File: config.mk
export PLATFORM = sky130hd
export DESIGN_NAME = down_counter
export DESIGN_NICKNAME = d
export VERILOG_FILES = /design/src/rtl/down_counter.sv
export SDC_FILE = /design/constraint.sdc
export NUM_CORES = 1
export LEC_CHECK = 0
export ABC_AREA = 1
export BUFFER_PORTS_ARGS = -buffer_cell sky130_fd_sc_hd__buf_4
export CORE_MARGIN = 8
export CORE_UTILIZATION = 55
export CTS_CLUSTER_SIZE = 20
export DETAILED_ROUTE_END_ITERATION = 8
export PLACE_DENSITY = 0.75
export RECOVER_POWER = 100
export SLEW_MARGIN = 5
export SYNTH_ARGS = -nofsm -noshare
export SYNTH_HDL_FRONTEND = slang
export SYNTH_SLANG_ARGS = --single-unit
File: constraint.sdc
create_clock -name clk -period 2.2 [get_ports clk]
set_input_delay 0.44 -clock clk [delete_from_list [all_inputs] [get_ports clk]]
set_output_delay 0.44 -clock clk [all_outputs]
set_load 0.03 [all_outputs]
File: src/rtl/down_counter.sv
// -----------------------------------------------------------------------------
// down_counter
//
// Debounced, press-driven saturating down counter. Two raw push-buttons are
// each passed through a 2-FF synchronizer, a stability-counter debouncer and a
// rising-edge detector. A `down` press decrements `count` (saturating at zero),
// and a `load` press reloads LOAD_VALUE. `load` takes priority when both
// presses land in the same cycle.
//
// Parameters:
//   WIDTH      - width of count
//   DB_CYCLES  - consecutive stable synchronized samples (>=2) before the
//                debounced level follows the input
//   LOAD_VALUE - value loaded on reset and on a load press (< 2**WIDTH)
//
// Ports:
//   clk        in   system clock, rising edge
//   rst        in   synchronous active-high reset
//   down       in   raw asynchronous bouncy decrement button, active-high
//   load       in   raw asynchronous bouncy reload button, active-high
//   count      out  current count (registered)
//   zero       out  high while count == 0
//   underflow  out  one-cycle pulse when a down press arrives at count == 0
// -----------------------------------------------------------------------------
module down_counter #(
    parameter int WIDTH      = 3,
    parameter int DB_CYCLES  = 16,
    parameter int LOAD_VALUE = 7
) (
    input  logic             clk,
    input  logic             rst,
    input  logic             down,
    input  logic             load,
    output logic [WIDTH-1:0] count,
    output logic             zero,
    output logic             underflow
);

    // Stability counter only needs to reach DB_CYCLES-1.
    localparam int CW = (DB_CYCLES > 1) ? $clog2(DB_CYCLES) : 1;
    localparam logic [CW-1:0]    DB_LAST  = CW'(DB_CYCLES - 1);
    localparam logic [WIDTH-1:0] LOAD_VAL = WIDTH'(LOAD_VALUE);

    // Button index 0 = down, 1 = load.
    logic [1:0] raw;
    logic [1:0] press;

    assign raw = {load, down};

    generate
        for (genvar gi = 0; gi < 2; gi++) begin : g_btn
            logic          sync1_reg;
            logic          sync2_reg;
            logic          db_reg;
            logic          db_prev_reg;
            logic [CW-1:0] cnt_reg;

            always_ff @(posedge clk) begin
                if (rst) begin
                    sync1_reg   <= 1'b0;
                    sync2_reg   <= 1'b0;
                    db_reg      <= 1'b0;
                    db_prev_reg <= 1'b0;
                    cnt_reg     <= '0;
                end else begin
                    sync1_reg   <= raw[gi];
                    sync2_reg   <= sync1_reg;
                    db_prev_reg <= db_reg;
                    // Any sample matching the current debounced level restarts
                    // the stability window, so bounces never accumulate.
                    if (sync2_reg == db_reg) begin
                        cnt_reg <= '0;
                    end else if (cnt_reg == DB_LAST) begin
                        db_reg  <= sync2_reg;
                        cnt_reg <= '0;
                    end else begin
                        cnt_reg <= cnt_reg + 1'b1;
                    end
                end
            end

            // Rising edge of the debounced level only; releases are ignored.
            assign press[gi] = db_reg & ~db_prev_reg;
        end
    endgenerate

    logic [WIDTH-1:0] count_reg;
    logic [WIDTH-1:0] count_next;
    logic             underflow_reg;
    logic             underflow_next;

    always_comb begin
        count_next     = count_reg;
        underflow_next = 1'b0;
        if (press[1]) begin
            count_next = LOAD_VAL;
        end else if (press[0]) begin
            if (count_reg != '0) begin
                count_next = count_reg - 1'b1;
            end else begin
                // Saturate at zero and flag the lost press.
                underflow_next = 1'b1;
            end
        end
    end

    always_ff @(posedge clk) begin
        if (rst) begin
            count_reg     <= LOAD_VAL;
            underflow_reg <= 1'b0;
        end else begin
            count_reg     <= count_next;
            underflow_reg <= underflow_next;
        end
    end

    assign count     = count_reg;
    assign underflow = underflow_reg;
    assign zero      = (count_reg == '0);

endmodule

==> reports/results.ini, run 1 <==
[sta]
post-route-min-period_ps = 1850
max_freq_mhz = 540
final_max_slew_viol_count = 0
relSlewSlack_pct = 64.5
rsz0062_at_grt = no
fin_tns_setup_ps = 0
skew_ps = 5.99
fin_crit_sh_pct = 84.2
setup_viol = 0
tightest_slew_ps = 533
hold_viol_final = 0

[finish]
diodes = 0
drive_above_1_share_pct = 11.1
stdcell_count = 133
layout.nets = 127
syn2layout_area_growth_pct = 4.84
largest_reg_flops = 8

[setup_path]
regToRegEndpoint = g_btn[1].cnt_reg[0]
worst-path-buf-inv = 3
setup.worst_path.class = flip-flop to primary output
cp_max_fo = 3
reg2reg_slack_ps = 1110
crit_required_ps = 1760
r2r_start = g_btn[1].cnt_reg[0]
arrival_ps = 1410
reg2reg_depth = 4
crit_path_frequent_cell = inv_1
cp_cell_sequence = inv_1 > ha_1 > inv_1 > nor2_1 > clkbuf_1
max_stage_delay_ps = 330
slowest_stage = dfxtp_1
start_kind = flip-flop
cp-end-kind = primary output
cp_top_family = buffers and inverters

[clocking]
cts_tree = yes
cts_buffers = 3
cts_root_buffer = clkbuf_4
htree_levels = 1
cts_buffer_depth = 2
clkSinkCount = 20
clk_latency_ps = 300
clk_pin_slew_ps = 100
post_cts_buffers = 0
cts_resized = 0
cts_hold_buf = 0

[floorplan]
io_pins = 9
core_area_sq_um = 1490
initial_utilization_pct = 57.3
die_width_um = 55.4
die_h_um = 55.4
fp.dieArea_sq_um = 3070
rows = 14

[pwr]
ir_worst_vdd_v = 0.000429
p_per_area_nw_per_um2 = 615
cellLeakagePower_nw = 0.428

[yosys]
synth.area.top_cells = dfxtp_1, nand2_1, nor2_1
ys_seq_elements = 20
yosys_warnings = 0
synth_nets = 115
synthCells = 107
synth.distinct_cells = 15
synth_top_cell_by_area = dfxtp_1
ys_seq_area_share_pct = 46.9
syn_area_per_cell_sq_um = 7.97
netlist_area_sq_um = 853
synthDominantCellAreaShare_pct = 46.9

[routing]
drc = 0
wl_mm = 1.23
wl_per_cell_um = 9.22
drtIter0Drc = 8
num_vias = 614
postRouteAntennaNets = 0
viasPerCell = 4.62
drt_first_pass_iters = 4

[run_status]
outcome = completed

[grt]
grt_pass1_wl_mm = 2.30
antenna_found_initial = 0
track_usage_pct = 9.25
grt-ovfl-total = 0
grt_start_max_net_pins = 11
grt_pass1_vias = 583

[worst_hold_path]
hp-class = input port to flip-flop
holdPathEnd = g_btn[0].sync1_reg
hold_path_depth = 3
hp-start = down

[run]
drv.max_cap_violation_count = 0

[place]
place_hpwl_um = 957
io_buffers = 8
place_congestion = 0.720
dp.cells = 130

-- cell usage in the layout (no fill, tap or decap), drive strengths merged --
cell	count
buf	2
clkbuf	9
dfxtp	20
ha	4
inv	18
nand2	23
nand3	10
nand3b	1
nand4	2
nor2	26
xnor2	2
-- cells by family (layout without fill, tap and decap cells) --
| logic type | after synthesis | after routing | synth area share (%) |
|---|---|---|---|
| fa+ha+maj | 4 | 4 | 5.87 |
| simple gates | 62 | 62 | 35.9 |
| flops | 20 | 20 | 46.9 |
| xor+xnor | 2 | 2 | 2.05 |
| buf+inv | 19 | 29 | 9.24 |
-- stage by stage --
stage | utilization, % | setup slack, ps | power, W | instance area (sq um) | hold slack [ps]
2_1_floorplan | - | 704 | 0.000391 | 853 | 388
3_3_place_gp | 61.9 | 854 | 0.000395 | 922 | 394
3_5_place_dp | 61.9 | 827 | 0.000395 | 922 | 398
4_1_cts | 63.4 | 481 | 0.000563 | 945 | 327
5_1_grt | 60.1 | 247 | 0.000574 | 895 | 328
6_report | 60.1 | 348 | 0.000551 | 895 | 342
-- worst max path at each step --
stage                     startpoint    to  slack (ps)  cells after the start
after floorplan             count[0]  zero         700                      4
after global placement      count[0]  zero         850                      5
after detailed placement    count[0]  zero         830                      5
after CTS                   count[0]  zero         480                      5
after global routing        count[0]  zero         250                      5
final                       count[0]  zero         350                      5
-- Yosys cell counts (all sizes together) --
master and count:
ha 4, nand3 10, nand4 2, nor2 26, dfxtp 20, nand2 23, xnor2 2, inv 18
nand3b 1, buf 1
-- layer usage --
metal | vias up | share of wire (%) | global-route usage (%)
met5 | - | 0 | 0
met4 | 0 | 2.4 | 7.39
met3 | 4 | 6.8 | 4.34
met2 | 9 | 42 | 13.9
met1 | 258 | 49 | 9.62
li1 | 343 | - | -
-- area by class of cell --
cell class	count	area, sq um
multi-input combinational	68	347
tap	16	20.0
inverter	18	67.6
clock buffer	3	22.5
fill	145	594
timing repair buffer	8	37.5
sequential	20	400
-- where the power goes --
group	switching [W]	internal [W]	total [W]	leakage [nW]
Clock	0.000101	0.0000638	0.000165	0.0138
Sequential	0.00000245	0.000366	0.000369	0.162
Combinational	0.0000101	0.00000671	0.0000168	0.252
-- worst min-delay path: stages --
cell and delay, ps:
buf_4 70, inv_1 30, nor2_1 70
(Power assumes the default switching activity.)
==> run 2, diff against run 1 <==
--- a/config.mk
+++ b/config.mk
@@ -8,10 +8,10 @@
 export ABC_AREA = 1
 export BUFFER_PORTS_ARGS = -buffer_cell sky130_fd_sc_hd__buf_4
 export CORE_MARGIN = 8
-export CORE_UTILIZATION = 55
+export CORE_UTILIZATION = 54
 export CTS_CLUSTER_SIZE = 20
 export DETAILED_ROUTE_END_ITERATION = 8
-export PLACE_DENSITY = 0.75
+export PLACE_DENSITY = 0.74
 export RECOVER_POWER = 100
 export SLEW_MARGIN = 5
 export SYNTH_ARGS = -nofsm -noshare
==> constraint.sdc (replaced) <==
create_clock -name clk -period 1.94 [get_ports clk]
set_input_delay 0.388 -clock clk [delete_from_list [all_inputs] [get_ports clk]]
set_output_delay 0.388 -clock clk [all_outputs]
set_load 0.03 [all_outputs]
==> reports/results.ini, run 2 (same netlist as run 1, synthesis figures left out) <==
[grt]
grt_pass1_vias = 575  ; -1.4%
grt_pass1_wl_mm = 2.15  ; -6.6%
antenna_found_initial = 0  ; unchanged
grt-ovfl-total = 0  ; unchanged
track_usage_pct = 8.19  ; -1.1 points
grt_start_max_net_pins = 12  ; +1

[clocking]
cts_resized = 0  ; unchanged
cts_buffer_depth = 2  ; unchanged
cts_hold_buf = 0  ; unchanged
cts_tree = yes
cts_buffers = 3  ; unchanged
htree_levels = 1  ; unchanged
clk_pin_slew_ps = 110  ; about the same
cts_root_buffer = clkbuf_4
clk_latency_ps = 290  ; about the same
clkSinkCount = 20  ; unchanged
post_cts_buffers = 0  ; unchanged

[setup_path]
cp_cell_sequence = inv_1 > ha_1 > inv_1 > nor2_1 > clkbuf_2
crit_required_ps = 1550  ; -210 ps
worst-path-buf-inv = 3  ; unchanged
arrival_ps = 1320  ; -90 ps
crit_path_frequent_cell = inv_1
cp_max_fo = 3  ; unchanged
cp_top_family = buffers and inverters
slowest_stage = dfxtp_1
start_kind = flip-flop
max_stage_delay_ps = 330  ; about the same
cp-end-kind = primary output
setup.worst_path.class = flip-flop to primary output

[routing]
num_vias = 599  ; -2.4%
drtIter0Drc = 5  ; -3
wl_per_cell_um = 8.86  ; -3.9%
drt_first_pass_iters = 3  ; -1
wl_mm = 1.19  ; -3.2%
postRouteAntennaNets = 0  ; unchanged
viasPerCell = 4.47  ; -3.2%
drc = 0  ; unchanged

[pwr]
cellLeakagePower_nw = 0.438  ; +2.5%
switching_share_pct = 19.3  ; -1.3 points
p_int_w = 0.000537  ; +23%
p_clk_share_pct = 34.3  ; +4.3 points
p_seq_share_pct = 62.9  ; -4.1 points
power_frac_comb_pct = 2.8  ; -0.2 points
p_total_w = 0.000666  ; +21%
ir_worst_vdd_v = 0.000478  ; +11%
p_per_area_nw_per_um2 = 732  ; +19%
p_switching_w = 0.000129  ; +13%

[floorplan]
die_width_um = 55.8  ; +0.65%
io_pins = 9  ; unchanged
core_area_sq_um = 1490  ; unchanged
fp.dieArea_sq_um = 3110  ; +1.3%
die_h_um = 55.8  ; +0.65%
rows = 14  ; unchanged
initial_utilization_pct = 57.3  ; unchanged

[sta]
fin_tns_setup_ps = 0  ; unchanged
skew_ps = 7.46  ; +1.48 ps
setup_viol = 0  ; unchanged
max_freq_mhz = 586
hold_viol_final = 0  ; unchanged
final_max_slew_viol_count = 0  ; unchanged
tightest_slew_ps = 538  ; +5.44 ps
post-route-min-period_ps = 1710
relSlewSlack_pct = 64.1  ; -0.36 points
fin_crit_sh_pct = 87.9
rsz0062_at_grt = no

[finish]
seqCellArea_sq_um = 400  ; unchanged
final_cell_mix = nand2_1, nor2_1, dfxtp_1
fillers = 136  ; -6.2%
diodes = 0  ; unchanged
syn2layout_area_growth_pct = 6.60
final_common_cell = nand2_1
layout.nets = 127  ; unchanged
drive_above_1_share_pct = 12.7  ; +1.6 points
multiInputGateArea_sq_um = 347  ; unchanged
largest_reg_flops = 8  ; unchanged
stdcell_count = 134  ; +0.75%

[place]
io_buffers = 8  ; unchanged
place_congestion = 0.745  ; +3.5%
place_hpwl_um = 948  ; -0.87%
dp.cells = 130  ; unchanged

[run]
drv.max_cap_violation_count = 0  ; unchanged

[run_status]
outcome = completed

[worst_hold_path]
hp-class = input port to flip-flop

[run 2: changes by cell type in the layout (fill, tap and decap cells not counted)]
cell      change
clkbuf_1      -1
clkbuf_2      +1
clkbuf_8      +1
[run 2: worst paths after layout]
path / depth (start not counted) / from / slack [ps] / end
max reg2reg: 6 / count[0] / 850 / count[2]
max: 5 / count[0] / 230 / zero
min: 3 / load / 290 / g_btn[1].sync1_reg
min reg2reg: 2 / g_btn[1].sync1_reg / 420 / g_btn[1].sync2_reg
[run 2: per-stage QoR]
| step | setup slack [ps] | cell area (sq um) | util [%] | hold slack [ps] |
|---|---|---|---|---|
| 3_3_place_gp | 643 | 922 | 61.9 | 403 |
| 6_report | 235 | 910 | 61.1 | 292 |
| 5_1_grt | 117 | 910 | 61.1 | 283 |
| 2_1_floorplan | 496 | 853 | - | 388 |
| 4_1_cts | 277 | 958 | 64.4 | 282 |
| 3_5_place_dp | 623 | 922 | 61.9 | 401 |
[run 2: layout make-up]
cell class | count | share of cell area [%]
clock buffer | 4 | 3.99
inverter | 18 | 7.43
multi-input combinational | 68 | 38.1
sequential | 20 | 44.0
tap | 16 | 2.20
timing repair buffer | 8 | 4.26
[run 2: layer usage]
| metal | GRT usage (%) | routed length, um | share of wire, % |
|---|---|---|---|
| met3 | 3.42 | 57 | 4.8 |
| met4 | 4.23 | 9 | 0.76 |
| met1 | 9.07 | 633 | 53 |
| met5 | 0 | 0 | 0 |
| met2 | 13.0 | 486 | 41 |
[run 2: tightest hold or removal path: stages]
cell    delay [ps]
buf_4           80
inv_1           30
nor2_1          60
[run 2: power by group through the flow]
stage	sequential (W)	clock, W	combinational [W]
floorplan	0.000427	0	0.0000158
global placement	0.000428	0	0.0000204
detailed placement	0.000428	0	0.0000206
CTS	0.000419	0.000241	0.0000206
global route	0.000420	0.000259	0.0000212
finish	0.000419	0.000228	0.0000189
